[src/rtl/input_ctrl_pkg.sv]
// Shared definitions for the CPU input controller.
//   state_t      : controller FSM states
//   BTN_CONFIRM  : index of the confirm button within btn
//   BTN_CANCEL   : index of the cancel button within btn
package input_ctrl_pkg;

  typedef enum logic [1:0] {
    IDLE    = 2'd0,
    ARMED   = 2'd1,
    DELIVER = 2'd2,
    RELEASE = 2'd3
  } state_t;

  localparam int unsigned BTN_CONFIRM = 0;
  localparam int unsigned BTN_CANCEL  = 1;

endpackage

[src/rtl/input_ctrl_debounce.sv]
// Button conditioner: 2-flop synchronizer, stability counter, press strobe.
//   clk, rst_n : system clock, asynchronous active-low reset
//   raw        : raw button input, asynchronous to clk
//   level      : debounced button level
//   press      : one-cycle strobe, registered together with a 0->1 change of level
module debounce #(
  parameter int unsigned DEBOUNCE_CYCLES = 5
) (
  input  logic clk,
  input  logic rst_n,
  input  logic raw,
  output logic level,
  output logic press
);

  localparam int unsigned CW = $clog2(DEBOUNCE_CYCLES + 1);
  localparam logic [CW-1:0] LAST = CW'(DEBOUNCE_CYCLES - 1);

  logic [1:0]    sync;
  logic [CW-1:0] cnt;

  // cnt counts consecutive cycles in which the synchronized level disagrees
  // with level; it stops at LAST (flip point) so it can never wrap.
  always_ff @(posedge clk or negedge rst_n) begin
    if (!rst_n) begin
      sync  <= '0;
      cnt   <= '0;
      level <= 1'b0;
      press <= 1'b0;
    end else begin
      sync  <= {sync[0], raw};
      press <= 1'b0;
      if (sync[1] != level) begin
        if (cnt == LAST) begin
          level <= sync[1];
          press <= sync[1];
          cnt   <= '0;
        end else begin
          cnt <= cnt + 1'b1;
        end
      end else begin
        cnt <= '0;
      end
    end
  end

endmodule

[src/rtl/input_ctrl.sv]
// CPU input controller: delivers the slide-switch value as one input word
// when the CPU requests input and the operator confirms with a button press.
//   clk, rst_n : system clock, asynchronous active-low reset
//   sw         : raw slide switches (asynchronous)
//   btn        : raw buttons, [0] confirm, [1] cancel, [2] ignored
//   in_req     : CPU level request, held while IN executes
//   in_valid   : one-cycle strobe, in_data valid
//   in_data    : captured switch value, zero-extended
//   busy       : controller not idle
module input_ctrl
  import input_ctrl_pkg::*;
#(
  parameter int unsigned DATA_WIDTH      = 16,
  parameter int unsigned SW_WIDTH        = 9,
  parameter int unsigned DEBOUNCE_CYCLES = 5
) (
  input  logic                  clk,
  input  logic                  rst_n,
  input  logic [SW_WIDTH-1:0]   sw,
  input  logic [2:0]            btn,
  input  logic                  in_req,
  output logic                  in_valid,
  output logic [DATA_WIDTH-1:0] in_data,
  output logic                  busy
);

  logic [SW_WIDTH-1:0] sw_meta;
  logic [SW_WIDTH-1:0] sw_sync;
  logic                confirm_level;
  logic                confirm_press;
  logic                cancel_level;
  logic                cancel_press;
  logic                unused_bits;
  state_t              state;
  state_t              state_next;

  assign unused_bits = ^{btn[2], cancel_level};

  always_ff @(posedge clk or negedge rst_n) begin
    if (!rst_n) begin
      sw_meta <= '0;
      sw_sync <= '0;
    end else begin
      sw_meta <= sw;
      sw_sync <= sw_meta;
    end
  end

  debounce #(.DEBOUNCE_CYCLES(DEBOUNCE_CYCLES)) u_confirm (
    .clk   (clk),
    .rst_n (rst_n),
    .raw   (btn[BTN_CONFIRM]),
    .level (confirm_level),
    .press (confirm_press)
  );

  debounce #(.DEBOUNCE_CYCLES(DEBOUNCE_CYCLES)) u_cancel (
    .clk   (clk),
    .rst_n (rst_n),
    .raw   (btn[BTN_CANCEL]),
    .level (cancel_level),
    .press (cancel_press)
  );

  always_ff @(posedge clk or negedge rst_n) begin
    if (!rst_n) begin
      state <= IDLE;
    end else begin
      state <= state_next;
    end
  end

  // Cancel is tested before confirm so a simultaneous pair aborts.
  always_comb begin
    state_next = state;
    case (state)
      IDLE: begin
        if (in_req) state_next = ARMED;
      end
      ARMED: begin
        if (cancel_press || !in_req) state_next = IDLE;
        else if (confirm_press)      state_next = DELIVER;
      end
      DELIVER: begin
        state_next = RELEASE;
      end
      RELEASE: begin
        if (!confirm_level && !in_req) state_next = IDLE;
      end
      default: begin
        state_next = IDLE;
      end
    endcase
  end

  // DELIVER always lasts one cycle, so entering it is simply state_next == DELIVER.
  always_ff @(posedge clk or negedge rst_n) begin
    if (!rst_n) begin
      in_data <= '0;
    end else if (state_next == DELIVER) begin
      in_data <= DATA_WIDTH'(sw_sync);
    end
  end

  assign in_valid = (state == DELIVER);
  assign busy     = (state != IDLE);

endmodule

[config.mk]
export PLATFORM = sky130hd
export DESIGN_NAME = input_ctrl
export DESIGN_NICKNAME = d
export VERILOG_FILES = /design/src/rtl/input_ctrl_pkg.sv /design/src/rtl/input_ctrl_debounce.sv /design/src/rtl/input_ctrl.sv
export SDC_FILE = /design/constraint.sdc
export NUM_CORES = 1
export LEC_CHECK = 0
export ABC_AREA = 1
export BUFFER_PORTS_ARGS = -buffer_cell sky130_fd_sc_hd__buf_2
export CORE_ASPECT_RATIO = 0.8
export CORE_MARGIN = 3
export CORE_UTILIZATION = 40
export CTS_CLUSTER_SIZE = 14
export DETAILED_ROUTE_END_ITERATION = 10
export PLACE_DENSITY = 0.65
export SLEW_MARGIN = 10
export SYNTH_ARGS = -nofsm -noshare
export SYNTH_HDL_FRONTEND = slang
export SYNTH_HIERARCHICAL = 1
export SYNTH_SLANG_ARGS = --single-unit
export TNS_END_PERCENT = 10
[constraint.sdc]
create_clock -name clk -period 1.2 [get_ports clk]
set_input_delay 0.24 -clock clk [delete_from_list [all_inputs] [get_ports clk]]
set_output_delay 0.24 -clock clk [all_outputs]
set_load 0.02 [all_outputs]
# ---- Word level (Yosys, flattened, before mapping)
# Cells that the tools add are included.
dict set report totals {
  reg_bits 43
  output_inout_bits 18
  wordCells 43
  input_bits 15
}
dict set report classes {
  eq_ne 8
  addsub 2
  mux 13
  n_reduce_logical 8
}
# cell n
set ops {}
lappend ops {{two-way mux 3 bit} 4}
lappend ops {{two-way mux 2 bit} 4}
lappend ops {{one-hot mux 2 bit (4 select lines)} 1}
lappend ops {{adder 3 x 1 -> 3 bit, second input constant} 2}
lappend ops {{== test 2 bit, second input constant} 3}
lappend ops {{== test 3 bit, second input constant} 2}
lappend ops {{two-way mux 1 bit} 4}
lappend ops {{AND reduction 2 bit} 2}
lappend ops {{== test 2 x 1 -> 1 bit, second input constant} 1}
lappend ops {{logical NOT 1 bit} 2}
lappend ops {{logical NOT 2 bit} 1}
lappend ops {{inequality test 1 bit} 2}
lappend ops {{nonzero test 2 bit} 1}
lappend ops {{logical AND 1 bit} 1}
lappend ops {{logical OR 1 bit} 1}

# ---- Logic depth before layout (Yosys ltp)
dict set report depth {
  depth_word 5
  depth_mapped 6
  depth_no_buf 6
}

# ---- By module
# Netlist, hierarchy kept.
# mod cells_per_inst seq_area_each_um2 area_per_inst_um2 instances
set by_module_without_submodules {}
lappend by_module_without_submodules {input_ctrl 91 725.7 1054.8 1}
lappend by_module_without_submodules {debounce 31 175.2 301.5 2}

# ---- Worst setup path after synthesis
# OpenSTA, ideal clock, no wires.
dict set report synth_timing {
  kind {reg-to-reg}
  startpoint {register u_cancel.cnt[0]}
  endpoint {register u_cancel.level}
  arrival_ps 842
  stages_incl_launch_ff 7
  setup_time_ps 123
  path_buffers 0
  synth_period_minus_slack_ps 965
  t_required_ps 1077
  slack_ps 235
  path_cell_list {dfrtp_1 > inv_1 > ha_1 > nand2_2 > clkinv_2 > nand2_1 > o21ai_1}
}
dict set report synth_between {
  elab_chain_cells 2
}
# item line
set synth_rtl {}
lappend synth_rtl {{from (decl)} input_ctrl_debounce.sv:20} ;# logic [CW-1:0] cnt;
lappend synth_rtl {{from (signal assigned)} input_ctrl_debounce.sv:39} ;# cnt <= cnt + 1'b1;
lappend synth_rtl {{== test 3 bit} input_ctrl_debounce.sv:34} ;# if (cnt == LAST) begin
lappend synth_rtl {{AND reduction 2 bit (no line)} n/a}
lappend synth_rtl {{to (signal assigned)} input_ctrl_debounce.sv:35} ;# level <= sync[1];
lappend synth_rtl {{to (decl)} input_ctrl_debounce.sv:12} ;# output logic level,
# No other way between the ends.
# A chain may end at the register's enable or synchronous reset.

# ---- Worst setup path after layout
dict set report layout_timing {
  startpoint {register state[0]}
  endpoint {output port busy}
}
dict set report layout_between {
  elab_chain_cells 1
}
# item line
set layout_rtl {}
lappend layout_rtl {{from (decl)} input_ctrl.sv:34} ;# state_t state;
lappend layout_rtl {{from (signal assigned)} input_ctrl.sv:69} ;# state <= state_next;
lappend layout_rtl {{nonzero test 2 bit} input_ctrl.sv:106} ;# assign busy = (state != IDLE);
lappend layout_rtl {{to (decl)} input_ctrl.sv:24} ;# output logic busy
# No other way between the ends.

==> run metrics <==
outcome complete, but fails checks; Min Hold Slack 0.0488 ns; CTS Buffer Depth 2; vias per cell around 4.1; Die X-Extent slightly below 80 um; Final Cell Area between 2000 and 2500 um2; antenna violations before repair 0; vias in the first global route 1,034; cts bufs inserted 5; failing checks setup timing; Sw Ratio 0.315; cell area power density 1970 nW/um2; Final Util 0.516; # rows 20; Logic pwr share 0.259; R2R depth 5; DRC errors left 0; Post-Syn Instances approximately 150; Clock transition at path regs about 0.080 ns; setup TNS -0.0155 ns; Sequential Power Share 0.461; Final setup viols 1; GPL Wtd Cong 0.706; final setup skew between 0.002 and 0.003 ns; critical path arrival 0.98 ns; kind of critical path reg -> out; most frequent cell after synthesis dfrtp_1; clk sinks 43; crit path max fanout 4; post-synth cell types 17; hold endpoint sw_meta[3]$_DFF_PN0_; Max Cap Viol 0; Die Height 63.6 um; crit path time final between 1 and 1.5 ns; Cell Area, Placed 1830 um2; placeable core area between 3000 and 4000 um2; synthesis-to-finish area growth 20.8%; Initial Util 0.427; DIE AREA 4960 um2; cell taking the most area after synthesis dfrtp_1; global-route wire length before repair 4560 um; Top Metal Used met4; fmax 823 MHz; Hold/Removal Path Class in -> reg; Reg-to-Reg End in_data[0]$_DFFE_PN0N_; final WL around 2600 um; H-tree depth 2; share of flip-flops with an asynchronous set or reset 1.00; root buffer cell clkbuf_8; RSZ-0062 raised after global routing true; hold wc startpoint sw[3]; Clock power frac 0.281; internal power 2.70 mW; FF-to-FF setup slack 0.03 ns; Synth Cell Area 1660 um2; Yosys reg bits 43; layout net count 209; synth top area cells dfrtp_1, nand2_1, inv_1; CTS tree done; register area share after synthesis 0.649; Post-synth EDFFs 0; startpoint type of the worst setup path flop; post-synth top area share 0.649; number of cells on the worst hold path 1; synth cell count leaders dfrtp_1, nand2_1, inv_1; Top Ports 33; DP Wirelength 1800 um; syn avg cell area approximately 11 um2; CP startpoint state[0]$_DFF_PN0_; worst slack at placement 0.0231 ns; grt ovf 0; share of cells above drive strength 1 0.293; 1st-pass router iterations 4; Max Slew Vio Count 0; largest net degree at the start of global routing 44; crit share post-route 1.01; Leak 1.02 nW; Iter 0 DRT Violations 49; GRT Overall Usage 0.122; final hold violation count 0; clk_lat worst skew approximately 0.29 ns; crit path capture type primary output; post-route ant nets 0; P_sw 1.24 mW; FF-to-FF Start state[0]$_DFF_PN0_; met3 wire len 123 um; ys flop type dfrtp_1; worst vdd ir 0.831 mV; WP data required about 0.96 ns; synth warn 6; drt wl/cell ~11 um; antenna cells 0; Met1 Wirelength 1170 um; via count 1,010; WL met2 1280 um; number of port buffers 24; Final WS setup -0.0155 ns
-- logic make-up (layout without fill, tap and decap cells) --
logic type,count (synthesis),count (layout),synth area share
other,1,7,0.00226
buffers and inverters,37,68,0.110
and+or+nand+nor,56,57,0.158
AOI/OAI and AO/OA,12,12,0.0498
DFF,43,43,0.649
adders and majority gates,4,4,0.0302
-- power by group through the flow --
| stage | sequential [mW] | combinational (mW) | clock (mW) |
|---|---|---|---|
| finish | 1.81 | 1.02 | 1.11 |
| global route | 1.85 | 1.16 | 1.20 |
| CTS | 1.82 | 0.990 | 1.14 |
| detailed placement | 1.85 | 0.894 | 0 |
| global placement | 1.84 | 0.847 | 0 |
| floorplan | 1.90 | 0.629 | 0 |
-- layer usage --
metal | up-vias | GRT usage
li1 | 516 | -
met1 | 468 | 0.143
met2 | 21 | 0.199
met3 | 5 | 0.0429
met4 | 0 | 0.0590
met5 | - | 0
-- how the worst max path moves through the flow --
stage | to | slack [ns] | depth (start not counted)
CTS | busy | -0.03 | 3
finish | busy | -0.02 | 3
global route | busy | -0.09 | 3
floorplan | u_cancel/level$_DFFE_PN0P_ | 0.24 | 6
detailed placement | in_data[0]$_DFFE_PN0N_ | 0.02 | 5
global placement | in_data[0]$_DFFE_PN0N_ | 0.08 | 5
-- stage by stage --
step	cells	total power, mW
after floorplan	159	2.52
after global placement	232	2.68
after detailed placement	232	2.75
after CTS	244	3.95
after global routing	246	4.21
final	246	3.94
-- layout by cell type (no fill, tap or decap), drive strengths merged, types with 4 or more instances in the layout --
cell	n
dfrtp	43
nand2	39
buf	31
inv	26
nor2	13
o21bai	9
conb	7
clkbuf	5
ha	4
nand3	4
clkinv	4
-- state kept, by name, indices dropped and copies added, names as in the netlist --
register and count:
u_cancel/press 1, u_confirm/level 1, u_cancel/cnt 3, u_cancel/sync 2, state 2, in_data 9, u_confirm/cnt 3, u_confirm/sync 2
u_confirm/press 1, sw_meta 9, u_cancel/level 1, sw_sync 9
-- repair_timing --
action / CTS / global route
buffers inserted: 3 / 1
cloned: 0 / 1
resized for setup: 4 / 1
setup endpoints to repair: 2 / 11
pin swaps: 3 / 2
hold buffers: 1 / 0
endpoints found under the hold margin: 43 / 0
-- critical path, stage by stage, from the launching register on --
cell     delay, ns
dfrtp_1       0.41
inv_1         0.08
nand2_1       0.06
buf_6         0.13
-- layout make-up --
type	instances	area [um2]
clock buffer	5	68.8
fill	352	1880
inverter	28	108
timing repair buffer	32	204
sequential	43	1080
clock inverter	3	43.8
tap	55	68.8
multi-input combinational	80	433
No activity file was read; power rests on OpenSTA's default activity.
